===== src/rtl/muldiv_seq.sv =====
// Iterative unsigned multiply/divide unit: one shift-add or restoring-divide step per clock,
// started with a start pulse and finished with a one-cycle done pulse.
module muldiv_seq #(
    parameter int DW = 16,
    parameter int CW = 5
) (
    input  logic          clk,
    input  logic          rst,
    input  logic          start,
    input  logic          op,
    input  logic          abort,
    input  logic [DW-1:0] a,
    input  logic [DW-1:0] b,
    output logic          busy,
    output logic          done,
    output logic [DW-1:0] res_lo,
    output logic [DW-1:0] res_hi,
    output logic          dz,
    output logic [1:0]    state_dbg
);

    // Handshake: start is sampled only when not busy (IDLE or DONE); done is a
    // one-cycle pulse and results stay valid until the next done.
    typedef enum logic [1:0] {
        S_IDLE = 2'd0,
        S_RUN  = 2'd1,
        S_DONE = 2'd2
    } state_t;

    state_t          state, state_nx;
    logic            op_r;
    logic [DW-1:0]   opnd;      // multiplicand (mul) or divisor (div)
    logic [2*DW-1:0] acc;       // {hi, lo}: {product hi, multiplier} or {rem, quo}
    logic [CW-1:0]   cnt;

    logic            accept;
    logic            div_zero;
    logic            last_iter;
    logic [DW:0]     mul_sum;
    logic [2*DW-1:0] mul_next;
    logic [DW:0]     rem_sh;
    logic [DW:0]     trial;
    logic [2*DW-1:0] div_next;
    logic [2*DW-1:0] acc_nx;

    assign accept    = start && (state == S_IDLE || state == S_DONE);
    assign div_zero  = accept && op && (b == '0);
    assign last_iter = (cnt == CW'(DW - 1));

    assign busy      = (state == S_RUN);
    assign done      = (state == S_DONE);
    assign state_dbg = state;

    always_ff @(posedge clk or negedge rst) begin
        if (!rst) state <= S_IDLE;
        else      state <= state_nx;
    end

    always_comb begin
        state_nx = state;
        case (state)
            S_IDLE, S_DONE: begin
                if (start)                state_nx = (op && b == '0) ? S_DONE : S_RUN;
                else if (state == S_DONE) state_nx = S_IDLE;
            end
            S_RUN: begin
                if (abort)          state_nx = S_IDLE;
                else if (last_iter) state_nx = S_DONE;
            end
            default: state_nx = S_IDLE;
        endcase
    end

    // One iteration of each algorithm; the carry out of the add lands in the top bit after the shift.
    always_comb begin
        mul_sum  = {1'b0, acc[2*DW-1:DW]} + {1'b0, opnd};
        mul_next = acc[0] ? {mul_sum, acc[DW-1:1]} : {1'b0, acc[2*DW-1:1]};
        rem_sh   = acc[2*DW-1:DW-1];
        trial    = rem_sh - {1'b0, opnd};
        div_next = trial[DW] ? {rem_sh[DW-1:0], acc[DW-2:0], 1'b0}
                             : {trial[DW-1:0],  acc[DW-2:0], 1'b1};
        acc_nx   = op_r ? div_next : mul_next;
    end

    always_ff @(posedge clk or negedge rst) begin
        if (!rst) begin
            op_r   <= 1'b0;
            opnd   <= '0;
            acc    <= '0;
            cnt    <= '0;
            res_lo <= '0;
            res_hi <= '0;
            dz     <= 1'b0;
        end else if (accept) begin
            op_r <= op;
            opnd <= op ? b : a;
            acc  <= {{DW{1'b0}}, op ? a : b};
            cnt  <= '0;
            if (div_zero) begin
                res_lo <= '1;
                res_hi <= a;
                dz     <= 1'b1;
            end
        end else if (state == S_RUN && !abort) begin
            acc <= acc_nx;
            cnt <= cnt + CW'(1);
            if (last_iter) begin
                res_lo <= acc_nx[DW-1:0];
                res_hi <= acc_nx[2*DW-1:DW];
                dz     <= 1'b0;
            end
        end
    end

endmodule


===== config.mk =====
export PLATFORM = sky130hd
export DESIGN_NAME = muldiv_seq
export DESIGN_NICKNAME = d
export VERILOG_FILES = /design/src/rtl/muldiv_seq.sv
export SDC_FILE = /design/constraint.sdc
export NUM_CORES = 1
export LEC_CHECK = 0
export BUFFER_PORTS_ARGS = -buffer_cell sky130_fd_sc_hd__buf_4
export CAP_MARGIN = 0
export CORE_UTILIZATION = 54
export CTS_CLUSTER_DIAMETER = 30
export DETAILED_ROUTE_END_ITERATION = 12
export PLACE_DENSITY = 0.79
export SLEW_MARGIN = 20
export SYNTH_ARGS = -nofsm -noshare
export SYNTH_HDL_FRONTEND = slang
export SYNTH_SLANG_ARGS = --single-unit

===== constraint.sdc =====
create_clock -name clk -period 2.9 [get_ports clk]
set_clock_uncertainty 0.05 [all_clocks]
set_input_delay 0.58 -clock clk [delete_from_list [all_inputs] [get_ports clk]]
set_output_delay 0.58 -clock clk [all_outputs]
set_load 0.05 [all_outputs]

==> results.sh, run 1 <==
export IMPL_outcome="finished, final reports clean"
export IMPL_max_freq_mhz=354
export IMPL_layout_common_cells="buf_4 (125), dfrtp_1 (88), o21ai_0 (71)"
export IMPL_synth_warnings=0
export IMPL_p_sw_share_pct=44.6
export IMPL_syn_cell_area_sq_um=6260
export IMPL_synthToLayoutAreaGrowth_pct=21.1
export IMPL_clock_sinks=89
export IMPL_finalSetupTns_ns=0
export IMPL_drc=0
export IMPL_clockBufferDepth=2
export IMPL_vias_per_cell=6.42
export IMPL_wl_per_cell_um=20.3
export IMPL_drt_iter0_drc=598
export IMPL_period_minus_slack_ns=2.83
export IMPL_final_layout_size_suffix_gt1_share_pct=22.9
export IMPL_antenna_cells=0
export IMPL_dr_total_vias=6035
export IMPL_insertion_delay_ns=0.35
export IMPL_comb_power_share_pct=59.1
export IMPL_netlist_instances=703
export IMPL_endpoint_kind="flip-flop"
export IMPL_ys_top_cells_by_area="dfrtp_1 (36%), mux2i_1 (7.7%), ha_1 (6.8%)"
export IMPL_grt_max_degree=47
export IMPL_drtAntennaViolNets=0
export IMPL_dieArea_sq_um=12000
export IMPL_grt_overflow=0
export IMPL_dp_hpwl_um=14200
export IMPL_synth_area_leader_cell="dfrtp_1"
export IMPL_path_max_fanout=8
export IMPL_clkPwrFrac_pct=16.0
export IMPL_ys_types=67
export IMPL_ir_worst_vdd_mv=0.726
export IMPL_portBuffers=73
export IMPL_worst_slack_ns=0.0726
export IMPL_cts_tree="done"
export IMPL_cts_root_buf="clkbuf_16"
export IMPL_synth_edff_count=0
export IMPL_grt_usage_pct=33.3
export IMPL_finalCritPeriodShare_pct=97.5
export IMPL_powerDensity_nw_per_um2=907
export IMPL_rows=38
export IMPL_dr_pass1_iters=7
export IMPL_postCtsHoldBufs=0
export IMPL_netSwitchingPower_mw=3.06
export IMPL_cp_arrival_ns=3.00
export IMPL_path_clk_slew_ns=0.07
export IMPL_postSynthAreaPerCell_sq_um=8.91
export IMPL_rrSetupSlack_ns=0.07
export IMPL_synth_top_area_share_pct=35.6
export IMPL_first_global_vias=5786
export IMPL_holdWs_ns=0.193
export IMPL_p_leak_nw=3.62
export IMPL_initial_core_util_pct=56.5
export IMPL_die_height_um=110
export IMPL_relSlewSlack_pct=57.7
export IMPL_crit_path_start_kind="flip-flop"
export IMPL_coreArea_sq_um=11100
export IMPL_worstMarginPinSlew_ns=0.635
export IMPL_antenna_found_initial=0
export IMPL_synthFlopType="dfrtp_1"
export IMPL_async_flop_share_pct=100
export IMPL_r2r_cells=12
export IMPL_nets=868
export IMPL_cts_buffers=9
export IMPL_ys_seq_area_share_pct=35.6
export IMPL_p_seq_share_pct=24.8
export IMPL_internal_power_mw=3.81
export IMPL_slew_violations=0
export IMPL_hp_class="primary input to asynchronous set/reset pin"
export IMPL_final_common_cell="buf_4"
export IMPL_wirelength_um=19100
export IMPL_setup_viol=0
export IMPL_synth_nets=776
export IMPL_place_ws_ns=-0.101
export IMPL_r2r_end="res_hi[2]$_DFFE_PN0P_"
export IMPL_path_class="flip-flop to flip-flop"
export IMPL_max_cap_viol_count=0
export IMPL_hold_violations=0
export IMPL_ys_seq_elements=89
export IMPL_pin_count=74
export IMPL_gp_congestion=1.04
export IMPL_ctsHtreeMaxLevel=3
export IMPL_required_ns=3.07
export IMPL_worstReg2RegStart="opnd[5]$_DFFE_PN0P_"
export IMPL_grt_first_pass_wirelength_um=30200
export IMPL_die_w_um=110
export IMPL_rsz0062_at_grt="true"
==> cell type report <==
cell class              instances  area, sq um
flip-flops and latches         89         2230
inverters                      27          101
clock buffers                  10          229
multi-input cells             540         3810
fillers                       865         3500
clock inverters                 6         42.5
repair buffers                128          990
well taps                     140          175
==> logic make-up (layout without fill, tap and decap cells) <==
logic type	Yosys count	after routing	share of synthesized area, %
AO/OA/AOI/OAI	255	255	26.9
XOR/XNOR	23	23	3.22
adder cells (fa/ha/maj)	36	36	7.43
buffers and inverters	74	171	5.69
flip-flops	89	89	35.6
multiplexers	48	48	7.67
AND/OR/NAND/NOR	178	178	13.5
==> per-stage QoR <==
stage	util (%)	instances	power, mW	instance area (sq um)
CTS	67.2	938	6.60	7450
finish	68.4	940	6.87	7580
global route	68.4	940	7.29	7580
floorplan	-	703	4.28	6260
detailed placement	64.5	920	5.42	7140
global placement	64.5	920	5.33	7140
==> worst max-delay path by stage <==
stage,slack (ns),to,startpoint
global route,-0.02,acc[27]$_DFFE_PN0P_,opnd[0]$_DFFE_PN0P_
global placement,-0.0006,res_hi[12]$_DFFE_PN0P_,opnd[0]$_DFFE_PN0P_
floorplan,0.20,acc[31]$_DFFE_PN0P_,opnd[0]$_DFFE_PN0P_
CTS,0.001,res_hi[13]$_DFFE_PN0P_,opnd[5]$_DFFE_PN0P_
finish,0.07,res_hi[2]$_DFFE_PN0P_,opnd[5]$_DFFE_PN0P_
detailed placement,-0.10,res_hi[12]$_DFFE_PN0P_,acc[15]$_DFFE_PN0P_
==> state kept, by name, summed over array words and instances, names as in the netlist <==
register / cells
opnd: 16
res_lo: 16
cnt: 5
acc: 32
op_r: 1
dz: 1
state_dbg: 2
res_hi: 16
==> worst max-delay path: stages (launching register included) <==
cell and delay, ns:
dfrtp_1 0.42, inv_1 0.06, ha_1 0.30, a21o_1 0.18
a211o_1 0.29, o211ai_1 0.20, a21boi_2 0.12, buf_4 0.15
o21ai_4 0.20, nand2_4 0.14, a211oi_1 0.32, buf_4 0.17
o21ai_0 0.07
==> power by group through the flow <==
stage                     Clock, mW  Sequential (mW)  Combinational [mW]
after detailed placement          0             1.72                3.70
after global routing           1.15             1.73                4.40
after floorplan                   0             1.66                2.63
after global placement            0             1.71                3.62
after CTS                      1.11             1.70                3.80
final                          1.10             1.71                4.06
==> Yosys cell counts (3+ instances only) <==
cell / number
o21ai_1: 10
o31ai_1: 8
nand3_1: 19
buf_4: 3
nor3b_1: 4
clkbuf_1: 29
nand4_1: 6
nor4_1: 4
mux2i_1: 48
o21ai_0: 75
nor2b_1: 9
a21o_1: 21
nor3_1: 11
o211ai_1: 20
a31oi_1: 25
a211oi_1: 20
buf_1: 3
nand2b_1: 5
xor2_1: 7
buf_6: 6
nor2_1: 41
a22oi_1: 9
ha_1: 34
nand2_1: 60
and3_1: 7
clkbuf_4: 3
xnor2_1: 16
a21oi_1: 28
a221oi_1: 3
o21a_1: 7
inv_1: 27
dfrtp_1: 89
==> routing by layer <==
layer  part of all wire [%]  track usage [%]
met1                     42             44.5
met2                     47             52.8
met3                    7.7             7.17
met4                    3.7             12.8
met5                      0                0
==> what timing repair did <==
item	CTS	global route
endpoints found under the setup margin	16	31
gates resized for setup	5	27
pin swaps	3	11
buffers inserted	2	2
Power figures use the tool's default switching activity.
==> run 2, diff against run 1 <==
CTS_BUF_LIST = sky130_fd_sc_hd__clkbuf_16   (was unset)
==> results.sh, run 2 (synthesis gave the netlist of run 1 again) <==
export IMPL_outcome="finished, final reports clean"
export IMPL_path_max_fanout=8
export IMPL_ir_worst_vdd_mv=0.727
export IMPL_drt_iter0_drc=595
export IMPL_wl_per_cell_um=20.2
export IMPL_dr_total_vias=6028
export IMPL_vias_per_cell=6.41
export IMPL_drc=0
export IMPL_ctsHtreeMaxLevel=3
export IMPL_p_leak_nw=3.63
export IMPL_rows=38
export IMPL_powerDensity_nw_per_um2=906
export IMPL_dp_hpwl_um=14200
export IMPL_clock_sinks=89
export IMPL_final_area_sq_um=7580
export IMPL_path_class="flip-flop to flip-flop"
export IMPL_seq_area_sq_um=2230
export IMPL_coreArea_sq_um=11100
export IMPL_required_ns=3.08
export IMPL_grt_overflow=0
export IMPL_insertion_delay_ns=0.35
export IMPL_place_area_sq_um=7140
export IMPL_grt_first_pass_wirelength_um=30200
export IMPL_dieArea_sq_um=12000
export IMPL_slew_violations=0
export IMPL_layout_common_cells="buf_4 (125), dfrtp_1 (88), o21ai_0 (71)"
export IMPL_pin_count=74
export IMPL_hold_violations=0
export IMPL_cts_buffers=9
export IMPL_setup_viol=0
export IMPL_initial_core_util_pct=56.5
export IMPL_cts_root_buf="clkbuf_16"
export IMPL_synthToLayoutAreaGrowth_pct=21.1
export IMPL_max_freq_mhz=355
export IMPL_antenna_found_initial=0
export IMPL_rsz0062_at_grt="true"
export IMPL_gp_congestion=1.04
export IMPL_drtAntennaViolNets=0
export IMPL_max_cap_viol_count=0
export IMPL_endpoint_kind="flip-flop"
export IMPL_wirelength_um=19000
export IMPL_worstMarginPinSlew_ns=0.629
export IMPL_portBuffers=73
export IMPL_place_ws_ns=-0.101
export IMPL_final_common_cell="buf_4"
export IMPL_hp_class="primary input to asynchronous set/reset pin"
export IMPL_first_global_vias=5786
export IMPL_crit_path_start_kind="flip-flop"
export IMPL_fill_cells=865
export IMPL_clockBufferDepth=2
export IMPL_worst_slack_ns=0.0820
export IMPL_grt_max_degree=47
export IMPL_cts_tree="done"
export IMPL_top_register="acc"
export IMPL_postCtsHoldBufs=0
export IMPL_path_clk_slew_ns=0.07
export IMPL_period_minus_slack_ns=2.82
export IMPL_cp_arrival_ns=2.99
export IMPL_grt_usage_pct=33.3
export IMPL_antenna_cells=0
export IMPL_final_layout_size_suffix_gt1_share_pct=22.9
export IMPL_die_height_um=110
export IMPL_largest_reg_flops=32
export IMPL_multi_input_area_sq_um=3810
export IMPL_holdWs_ns=0.188
export IMPL_dr_pass1_iters=8
export IMPL_nets=868
export IMPL_finalCritPeriodShare_pct=97.2
export IMPL_relSlewSlack_pct=58.1
export IMPL_die_w_um=110
==> run 2: changes by cell type in the layout (fill, tap and decap cells not counted) <==
| cell | previous run | this run |
|---|---|---|
| clkbuf_1 | 1 | 0 |
| inv_1 | 27 | 28 |
==> run 2: report_power, final <==
group / switching [mW] / total (mW) / internal (mW)
Sequential: 0.248 / 1.71 / 1.46
Combinational: 2.30 / 4.06 / 1.77
Clock: 0.516 / 1.10 / 0.581
==> run 2: path summary, 6_finish.rpt <==
kind / from / depth (start not counted) / end / slack [ns]
setup reg to reg: opnd[5]$_DFFE_PN0P_ / 12 / res_hi[2]$_DFFE_PN0P_ / 0.08
hold reg to reg: res_hi[1]$_DFFE_PN0P_ / 2 / res_hi[1]$_DFFE_PN0P_ / 0.44
min in group clk: res_hi[1]$_DFFE_PN0P_ / 2 / res_hi[1]$_DFFE_PN0P_ / 0.44
setup / recovery: opnd[5]$_DFFE_PN0P_ / 12 / res_hi[2]$_DFFE_PN0P_ / 0.08
hold / removal: rst / 1 / acc[18]$_DFFE_PN0P_ / 0.19
max in group asynchronous: rst / 2 / res_lo[11]$_DFFE_PN0P_ / 1.95
==> run 2: cell type report <==
| class | count | share of cell area [%] |
|---|---|---|
| clock buffer | 9 | 2.97 |
| clock inverter | 7 | 0.611 |
| inverter | 27 | 1.34 |
| multi-input combinational | 540 | 50.3 |
| sequential | 89 | 29.4 |
| tap | 140 | 2.31 |
| timing repair buffer | 128 | 13.1 |
==> run 2: critical path: stages, from the launching register on <==
cell and delay [ns]:
dfrtp_1 0.41, inv_1 0.06, ha_1 0.30, a21o_1 0.18
a211o_1 0.29, o211ai_1 0.20, a21boi_2 0.12, buf_4 0.15
o21ai_4 0.20, nand2_4 0.14, a211oi_1 0.32, buf_4 0.17
o21ai_0 0.07
==> run 2: metal layers <==
metal / wire length [um] / GRT usage, % / vias up
li1: - / - / 2786
met1: 8020 / 44.5 / 2894
met2: 8850 / 52.8 / 292
met3: 1410 / 7.17 / 56
met4: 730 / 12.8 / 0
met5: 0 / 0 / -
==> run 2: timing repair <==
item,4_1_cts,5_1_grt
buffers inserted,2,2
endpoints found under the hold margin,0,0
gates resized for setup,5,27
setup endpoints to repair,16,31
pin swaps,3,11
==> run 2: metrics by stage <==
stage	setup TNS (ns)	power [mW]	utilization (%)	std cells
after floorplan	0	4.28	-	703
after global placement	-0.000572	5.33	64.5	920
after detailed placement	-0.587	5.42	64.5	920
after CTS	0	6.60	67.2	938
after global routing	-0.0309	7.28	68.4	940
final	0	6.87	68.4	940
==> run 3, diff against run 2 <==
CORE_ASPECT_RATIO = 0.6   (was unset)
REMOVE_ABC_BUFFERS = 1   (was unset)
==> results.sh, run 3 (synthesis gave the netlist of run 1 again) <==
export IMPL_vias_per_cell=6.47
export IMPL_cp_arrival_ns=3.16
export IMPL_synthToLayoutAreaGrowth_pct=28.9
export IMPL_outcome="finished with violations"
export IMPL_final_layout_size_suffix_gt1_share_pct=28.4
export IMPL_worstReg2RegStart="acc[18]$_DFFE_PN0P_"
export IMPL_max_freq_mhz=334
export IMPL_drc=0
export IMPL_p_leak_nw=3.80
export IMPL_path_clk_slew_ns=0.07
export IMPL_initial_core_util_pct=55.4
export IMPL_wirelength_um=21700
export IMPL_die_height_um=85.4
export IMPL_relSlewSlack_pct=52.0
export IMPL_hold_violations=0
export IMPL_postCtsHoldBufs=0
export IMPL_violations="setup timing"
export IMPL_ir_worst_vdd_mv=0.490
export IMPL_drt_iter0_drc=757
export IMPL_grt_overflow=0
export IMPL_finalSetupTns_ns=-0.447
export IMPL_cts_tree="done"
export IMPL_drtAntennaViolNets=0
export IMPL_rrSetupSlack_ns=-0.1
export IMPL_antenna_cells=0
export IMPL_pin_count=74
export IMPL_finalCritPeriodShare_pct=103
export IMPL_dp_cells=952
export IMPL_insertion_delay_ns=0.35
export IMPL_path_class="flip-flop to flip-flop"
export IMPL_nets=888
export IMPL_cts_root_buf="clkbuf_16"
export IMPL_required_ns=3.06
export IMPL_gp_congestion=0.936
export IMPL_r2r_end="acc[28]$_DFFE_PN0P_"
export IMPL_cts_buffers=9
export IMPL_crit_path_start_kind="flip-flop"
export IMPL_setup_viol=13
export IMPL_final_cells=980
export IMPL_wl_per_cell_um=22.2
export IMPL_worst_slack_ns=-0.0970
export IMPL_powerDensity_nw_per_um2=962
export IMPL_coreArea_sq_um=11300
export IMPL_final_common_cell="buf_4"
export IMPL_endpoint_kind="flip-flop"
export IMPL_layout_common_cells="buf_4 (137), dfrtp_1 (86), o21ai_0 (64)"
export IMPL_portBuffers=73
export IMPL_dieArea_sq_um=12000
export IMPL_top_register="acc"
export IMPL_dr_total_vias=6342
export IMPL_period_minus_slack_ns=3.00
export IMPL_worstMarginPinSlew_ns=0.720
export IMPL_antenna_found_initial=0
export IMPL_rows=30
export IMPL_clock_sinks=89
export IMPL_dr_pass1_iters=6
export IMPL_slew_violations=0
export IMPL_largest_reg_flops=32
export IMPL_die_w_um=141
export IMPL_grt_usage_pct=34.7
export IMPL_ctsHtreeMaxLevel=3
export IMPL_dp_hpwl_um=14900
export IMPL_r2r_cells=10
export IMPL_path_max_fanout=6
export IMPL_first_global_vias=5806
export IMPL_grt_first_pass_wirelength_um=31700
export IMPL_grt_max_degree=65
export IMPL_clockBufferDepth=2
export IMPL_max_cap_viol_count=0
export IMPL_hp_class="primary input to asynchronous set/reset pin"
export IMPL_rsz0062_at_grt="true"
[run 3: cell types whose count changed in the layout (fill, tap and decap cells not counted), sizes merged]
cell / before / now
buf: 128 / 145
clkinvlp: 2 / 0
nor3: 12 / 13
inv: 30 / 32
clkbuf: 9 / 11
[run 3: what timing repair did]
| item | in CTS | in global routing |
|---|---|---|
| gates cloned | 1 | 2 |
| setup endpoints to repair | 17 | 33 |
| pin swaps | 6 | 38 |
| endpoints found under the hold margin | 0 | 0 |
| gates resized for setup | 8 | 74 |
| setup buffers | 1 | 9 |
[run 3: layout make-up]
type | count | area, sq um
timing repair buffer | 147 | 1220
sequential | 89 | 2230
clock buffer | 9 | 225
clock inverter | 7 | 61.3
fill | 808 | 3220
tap | 160 | 200
inverter | 27 | 101
multi-input combinational | 541 | 4040
[run 3: metrics by stage]
step	hold slack, ns	setup slack (ns)	total power [mW]	cell area, sq um	util [%]
after floorplan	0.234	-0.253	4.15	6010	-
after global placement	0.425	-0.309	5.42	7280	64.4
after detailed placement	0.428	-0.237	5.53	7280	64.4
after CTS	0.243	0.000646	6.81	7620	67.4
after global routing	0.274	-0.134	8.14	8070	71.5
final	0.217	-0.0970	7.77	8070	71.5
[run 3: where the power goes]
| group | leakage [nW] | internal, mW | switching (mW) |
|---|---|---|---|
| combinational | 2.50 | 2.14 | 2.72 |
| clock | 0.142 | 0.602 | 0.574 |
| sequential | 1.16 | 1.46 | 0.276 |
[run 3: per-layer routing]
layer  vias to the layer above  wire [um]  global-route usage (%)
li1                       2822          -                       -
met1                      3061       9370                    50.1
met2                       399       9660                    51.9
met3                        60       2020                    6.66
met4                         0        670                    12.4
met5                         -          0                       0
[run 3: worst max path at each step]
stage,start,endpoint,cells past startpoint
floorplan,state_dbg[0]$_DFFE_PN0P_,res_hi[2]$_DFFE_PN0P_,8
global placement,acc[16]$_DFFE_PN0P_,acc[27]$_DFFE_PN0P_,10
detailed placement,opnd[0]$_DFFE_PN0P_,acc[27]$_DFFE_PN0P_,10
CTS,acc[15]$_DFFE_PN0P_,res_hi[2]$_DFFE_PN0P_,13
global route,acc[18]$_DFFE_PN0P_,acc[28]$_DFFE_PN0P_,10
finish,acc[18]$_DFFE_PN0P_,acc[28]$_DFFE_PN0P_,10
[run 3: critical path: stages, from the launching register on]
cell      delay (ns)
dfrtp_1         0.49
ha_4            0.25
o211ai_1        0.31
a21oi_4         0.05
o211ai_1        0.32
a21boi_2        0.17
or3_4           0.49
buf_8           0.17
a211o_1         0.29
o311ai_4        0.11
o21ai_1         0.13
